### config.mk
export PLATFORM = sky130hd
export DESIGN_NAME = iter_muldiv_unit
export DESIGN_NICKNAME = d
export VERILOG_FILES = /design/src/rtl/iter_muldiv_unit.sv
export SDC_FILE = /design/constraint.sdc
export NUM_CORES = 2
export LEC_CHECK = 0
export CORE_MARGIN = 2
export CORE_UTILIZATION = 45
export CTS_CLUSTER_DIAMETER = 80
export DETAILED_ROUTE_END_ITERATION = 8
export PLACE_DENSITY = 0.69
export SLEW_MARGIN = 10
export SYNTH_ARGS = -nofsm -noshare
export SYNTH_HDL_FRONTEND = slang
export SYNTH_SLANG_ARGS = --single-unit
### constraint.sdc
create_clock -name clk -period 22.1 [get_ports clk]
set_clock_uncertainty 0.1 [all_clocks]
set_input_delay 4.42 -clock clk [delete_from_list [all_inputs] [get_ports clk]]
set_output_delay 4.42 -clock clk [all_outputs]
set_load 0.01 [all_outputs]
### src/rtl/iter_muldiv_unit.sv
// Iterative RV64 multiply/divide unit: shift-add multiply and restoring divide,
// BITS_PER_CYCLE result bits per clock behind valid/ready handshakes.
module iter_muldiv_unit #(
   parameter int unsigned WIDTH          = 64,
   parameter int unsigned BITS_PER_CYCLE = 1,
   parameter int unsigned OPW            = 6
) (
   input  logic             clk,
   input  logic             rst,
   input  logic             in_valid,
   output logic             in_ready,
   input  logic [OPW-1:0]   op,
   input  logic [WIDTH-1:0] operand1,
   input  logic [WIDTH-1:0] operand2,
   input  logic             flush,
   output logic             out_valid,
   input  logic             out_ready,
   output logic [WIDTH-1:0] result,
   output logic             busy
);

   localparam int unsigned Steps = WIDTH / BITS_PER_CYCLE;
   localparam int unsigned CntW  = $clog2(Steps + 1);

   localparam logic [OPW-1:0] OpMul    = OPW'(3);
   localparam logic [OPW-1:0] OpMulh   = OPW'(18);
   localparam logic [OPW-1:0] OpMulhu  = OPW'(19);
   localparam logic [OPW-1:0] OpMulhsu = OPW'(20);
   localparam logic [OPW-1:0] OpDiv    = OPW'(10);
   localparam logic [OPW-1:0] OpDivu   = OPW'(13);
   localparam logic [OPW-1:0] OpRem    = OPW'(15);
   localparam logic [OPW-1:0] OpRemu   = OPW'(17);

   localparam logic [WIDTH-1:0] MinInt = {1'b1, {(WIDTH-1){1'b0}}};

   typedef enum logic [1:0] {StIdle, StRun, StFin, StDone} state_e;

   state_e             state_q, state_d;
   logic [CntW-1:0]    cnt_q, cnt_d;
   logic [2*WIDTH-1:0] acc_q, acc_d;
   logic [WIDTH-1:0]   mcand_q, mcand_d;
   logic               mul_q, mul_d;
   logic               hi_q, hi_d;
   logic               neg_q, neg_d;
   logic               fast_q, fast_d;
   logic [WIDTH-1:0]   result_q, result_d;

   // Request decode
   logic is_mul, is_div, want_hi, sgn1, sgn2;
   always_comb begin
      is_mul  = 1'b0;
      is_div  = 1'b0;
      want_hi = 1'b0;
      sgn1    = 1'b0;
      sgn2    = 1'b0;
      case (op)
         OpMul:    is_mul = 1'b1;
         OpMulh:   begin is_mul = 1'b1; want_hi = 1'b1; sgn1 = 1'b1; sgn2 = 1'b1; end
         OpMulhu:  begin is_mul = 1'b1; want_hi = 1'b1; end
         OpMulhsu: begin is_mul = 1'b1; want_hi = 1'b1; sgn1 = 1'b1; end
         OpDiv:    begin is_div = 1'b1; sgn1 = 1'b1; sgn2 = 1'b1; end
         OpDivu:   is_div = 1'b1;
         OpRem:    begin is_div = 1'b1; want_hi = 1'b1; sgn1 = 1'b1; sgn2 = 1'b1; end
         OpRemu:   begin is_div = 1'b1; want_hi = 1'b1; end
         default:  ;
      endcase
   end

   logic             neg1, neg2, div_zero, ovf, known, fast;
   logic [WIDTH-1:0] mag1, mag2, fast_val;
   always_comb begin
      neg1     = sgn1 && operand1[WIDTH-1];
      neg2     = sgn2 && operand2[WIDTH-1];
      mag1     = neg1 ? -operand1 : operand1;
      mag2     = neg2 ? -operand2 : operand2;
      known    = is_mul || is_div;
      div_zero = is_div && (operand2 == '0);
      ovf      = is_div && sgn1 && (operand1 == MinInt) && (operand2 == '1);
      fast     = !known || div_zero || ovf;
      if (!known)        fast_val = '0;
      else if (div_zero) fast_val = want_hi ? operand1 : '1;
      else               fast_val = want_hi ? '0 : MinInt;
   end

   // One iteration cycle: BITS_PER_CYCLE unrolled shift-add or restoring-subtract steps
   logic [2*WIDTH-1:0] acc_step;
   logic [WIDTH:0]     sum, trial;
   logic               ge;
   always_comb begin
      acc_step = acc_q;
      sum      = '0;
      trial    = '0;
      ge       = 1'b0;
      for (int i = 0; i < int'(BITS_PER_CYCLE); i++) begin
         if (mul_q) begin
            sum      = {1'b0, acc_step[2*WIDTH-1:WIDTH]} + (acc_step[0] ? {1'b0, mcand_q} : '0);
            acc_step = {sum, acc_step[WIDTH-1:1]};
         end else begin
            trial = {acc_step[2*WIDTH-1:WIDTH], acc_step[WIDTH-1]};
            ge    = trial >= {1'b0, mcand_q};
            if (ge) trial = trial - {1'b0, mcand_q};
            acc_step = {trial[WIDTH-1:0], acc_step[WIDTH-2:0], ge};
         end
      end
   end

   // Sign fix-up; the product is negated as a whole before picking a half
   logic [2*WIDTH-1:0] prod;
   logic [WIDTH-1:0]   half, fin_res;
   always_comb begin
      prod = neg_q ? -acc_q : acc_q;
      half = hi_q ? acc_q[2*WIDTH-1:WIDTH] : acc_q[WIDTH-1:0];
      if (fast_q)     fin_res = acc_q[WIDTH-1:0];
      else if (mul_q) fin_res = hi_q ? prod[2*WIDTH-1:WIDTH] : prod[WIDTH-1:0];
      else            fin_res = neg_q ? -half : half;
   end

   always_comb begin
      state_d  = state_q;
      cnt_d    = cnt_q;
      acc_d    = acc_q;
      mcand_d  = mcand_q;
      mul_d    = mul_q;
      hi_d     = hi_q;
      neg_d    = neg_q;
      fast_d   = fast_q;
      result_d = result_q;
      case (state_q)
         StIdle: begin
            if (in_valid && in_ready) begin
               cnt_d   = CntW'(Steps);
               mul_d   = is_mul;
               hi_d    = want_hi;
               neg_d   = is_div && want_hi ? neg1 : (neg1 ^ neg2);
               fast_d  = fast;
               mcand_d = is_mul ? mag1 : mag2;
               if (fast)        acc_d = {{WIDTH{1'b0}}, fast_val};
               else if (is_mul) acc_d = {{WIDTH{1'b0}}, mag2};
               else             acc_d = {{WIDTH{1'b0}}, mag1};
               state_d = fast ? StFin : StRun;
            end
         end
         StRun: begin
            acc_d = acc_step;
            if (cnt_q != '0) cnt_d = cnt_q - CntW'(1);
            if (cnt_q <= CntW'(1)) state_d = StFin;
         end
         StFin: begin
            result_d = fin_res;
            state_d  = StDone;
         end
         StDone: begin
            if (out_ready) state_d = StIdle;
         end
         default: state_d = StIdle;
      endcase
      if (flush) state_d = StIdle;
   end

   always_ff @(posedge clk or posedge rst) begin
      if (rst) begin
         state_q  <= StIdle;
         cnt_q    <= '0;
         acc_q    <= '0;
         mcand_q  <= '0;
         mul_q    <= 1'b0;
         hi_q     <= 1'b0;
         neg_q    <= 1'b0;
         fast_q   <= 1'b0;
         result_q <= '0;
      end else begin
         state_q  <= state_d;
         cnt_q    <= cnt_d;
         acc_q    <= acc_d;
         mcand_q  <= mcand_d;
         mul_q    <= mul_d;
         hi_q     <= hi_d;
         neg_q    <= neg_d;
         fast_q   <= fast_d;
         result_q <= result_d;
      end
   end

   assign in_ready  = (state_q == StIdle) && !flush;
   assign out_valid = (state_q == StDone);
   assign busy      = (state_q != StIdle);
   assign result    = result_q;

endmodule

==> run metrics <==
root buf cell=clkbuf_16; Multi-input gate area=0.02375 mm²; Filler Cell Count=7086; Mapped Area=0.03253 mm²; H-tree Lvls=2; total CTS buffers=39; post_cts resized=0; clock slew at reported path FFs=about 0.06 ns; post-synthesis cell count=4480; Core Rows=between 90 and 100; CP Launch Point=flush; Pre-antenna DRT Iters=8; Cell variety after synth=98; reg2reg end=result[59]$_DFFE_PP0N_; P_sw=approximately 0.0021 W; slowest stage delay, CP=around 0.66 ns; Crit path required time=17.58 ns; minimum clock period=about 10 ns; layout cell share with drive strength beyond 1=6.012%; total core area=~0.07 mm²; Crit-path slowest cell=clkdlybuf4s50_1; RSZ-0062 raised after global routing=false; max cap viols=0; post-CTS setup buffer count=0; Setup CP Type=in2out; Vias/cell=6.667; dominant cells by area after synthesis=dfrtp_1 (21%), o21ai_0 (7.3%), xnor2_1 (6.0%); DR DRC count=0; total power divided by cell area=roughly 110 mW/mm²; share of the synthesized area in the top cell type=20.69%; final hold viol count=0; #FFs+latches synth=approximately 270; initial antenna violation count=4; Startpoint Class=primary input; initial core utilization=between 40% and 50%; GRT Residual Overflow=0; detailed-route wire length=about 140000 µm; hpwl dp=110300 µm; Clk Latency, worst-skew pair=0.59 ns; initial DRC count=5156; Chip Width=272.9 µm; clock tree buffer depth=3; Via Count=between 30000 and 40000; origin of the worst min-delay path=mcand_q[16]$_DFFE_PP0P_; CP Max Fanout=3; cts hold-fix bufs=0; Worst Hold Class=reg2reg; IO Pins=206; synth warn=0; R2R setup slack=16.15 ns; final RePlAce weighted congestion=1.073; outcome=completed; ys flop type=dfrtp_1; Die ar.=around 0.074 mm²; Seq pwr share=23.8%; Max-Slew Margin vs Limit=13.75%; crit-path cells=clkdlybuf4s50_1 -> nor2_1 -> clkdlybuf4s50_1; Crit. End Element=primary output; internal power=a little under 0.002 W; Syn Area/Cell=7.261 µm²; maximum vdd drop=between 70 and 80 µV; power after layout=0.004049 W; Fin Setup TNS=0 ns; WL per Instance=26.76 µm; post-synth top area cell=dfrtp_1; arrival time worst endpoint=5.78 ns; Critical path buffers and inverters=2; fmax=a little under 100 MHz; hold worst-path end=mcand_q[16]$_DFFE_PP0P_; DRT antenna net count=0; GRT Overall Usage=37.52%; Port Buffers=205; crit-path leading delay family=buffers and inverters; CTS Sinks=between 200 and 300; post-synthesis async set-or-reset flop share=100.0%; Pleak=14.27 nW; first-pass GRT wire length=around 210000 µm; reg2reg path depth=12; number of global-route vias before repair=32480; final period utilization=around 47%; Sw Ratio=52.13%; reg-to-reg startpoint=hi_q$_DFFE_PP0P_; combinational power share=59.4%; register cell area after layout=0.006744 mm²; most frequent CP cell=clkdlybuf4s50_1; slew of the pin with the lowest slew margin=1.282 ns; hold depth=2; synth-to-layout area growth=11.87%; final setup violation count=0; TritonCTS clock tree=yes; DIE HEIGHT=272.9 µm; syn_nets=~4800; post-synthesis sequential area ratio=20.69%; pin count of the biggest net entering global routing=roughly 110; Post-synth EDFFs=0; Final nets=4709; final count of pins violating max slew=0; Clk pwr share=16.8%
## through the flow
stage          hold WS [ns]  utilization, %  std cells  worst slack [ns]  area, µm²
2_1_floorplan        0.3498               -       4480             10.17      32530
3_3_place_gp         0.3620           49.00       5338             11.75      35030
3_5_place_dp         0.3727           49.00       5338             11.76      35030
4_1_cts              0.3862           50.89       5408             11.76      36380
5_1_grt              0.4036           50.89       5408             11.72      36380
6_report             0.3854           50.90       5410             11.80      36390
## flip-flops by register name (all words and copies together) (netlist names)
name     flops
mcand_q     64
result      64
neg_q        1
state_q      2
mul_q        1
fast_q       1
hi_q         1
cnt_q        7
acc_q      128
## cells in the mapped netlist, types with 33 or more instances
cell,n
a211oi_1,47
o211ai_1,107
mux2i_1,138
o31ai_1,83
a21oi_1,323
nor4_1,41
nor3_1,112
o41ai_1,38
inv_1,163
dfrtp_1,269
nand2b_1,33
nand3_1,120
nand2_1,429
xor2_1,178
a31oi_1,84
nor2_1,365
o21ai_0,472
a21o_1,86
or3_1,48
o22ai_1,33
nand4_1,62
xnor2_1,222
or4_1,33
ha_1,139
clkbuf_1,330
## metal layers
layer / global-route usage [%] / share of wire [%]
met1: 50.73 / 41
met2: 56.24 / 42
met3: 8.857 / 12
met4: 17.65 / 5.7
met5: 0 / 0.019
## kinds of logic (layout without fill, tap and decap cells)
group                      count (synthesis)  in the layout  synth area share [%]
AOI/OAI and AO/OA                       1535           1535                 30.05
and+or+nand+nor                         1423           1423                 21.38
buffers and inverters                    550            528                 6.562
xor gates and xnor gates                 400            400                 10.77
DFF                                      269            269                 20.69
muxes                                    162            162                 5.077
adders and majority gates                141            141                 5.470
other                                      0              2                     0
## power by group through the flow
stage	logic, W	registers, W	clock network (W)
final	0.00241	0.000964	0.000678
after floorplan	0.00158	0.000788	0
after global routing	0.00258	0.000972	0.000697
after CTS	0.00233	0.000944	0.000679
after global placement	0.00230	0.000948	0
after detailed placement	0.00232	0.000952	0
## tightest hold or removal path: cells and delay by family, from the launching register on
family / cells / cell delay, ns
DFF: 1 / 0.34
AOI/OAI and AO/OA: 1 / 0.06
and+or+nand+nor: 1 / 0.05
## area by class of cell
type | count | share of cell area (%)
antenna | 2 | 0.01375
clock buffer | 51 | 2.971
clock inverter | 19 | 0.7462
inverter | 165 | 1.723
multi-input combinational | 3661 | 65.26
sequential | 269 | 18.53
tap | 950 | 3.267
timing repair buffer | 293 | 7.489
## placed cells by master, fill, tap and decap left out, types with 22 or more instances in the layout
master / instances
o211ai_1: 107
dfrtp_1: 265
buf_4: 87
ha_1: 137
mux2_2: 24
o21bai_1: 24
nand3b_1: 28
a31oi_1: 84
inv_1: 161
clkbuf_16: 39
nand4_1: 62
nand2b_1: 33
a21oi_1: 322
a21o_1: 86
nor4_1: 40
or2_2: 22
nor2_1: 361
xnor2_1: 222
o21a_1: 23
or4_1: 33
nand2_1: 427
o21ai_0: 471
or3_1: 47
a211oi_1: 47
nor3_1: 111
o221ai_1: 29
nand3_1: 120
a22o_1: 28
o22ai_1: 33
clkdlybuf4s50_1: 205
nor2b_1: 25
xor2_1: 178
o41ai_1: 38
mux2i_1: 138
and3_1: 31
o31ai_1: 83
## how the worst max path moves through the flow
stage	end	slack, ns	cells after the start
floorplan	acc_q[0]$_DFFE_PP0P_	10.17	1
global placement	in_ready	11.75	3
detailed placement	in_ready	11.76	3
CTS	in_ready	11.76	3
global route	in_ready	11.72	3
finish	in_ready	11.80	3
No activity file was read; power rests on OpenSTA's default activity.
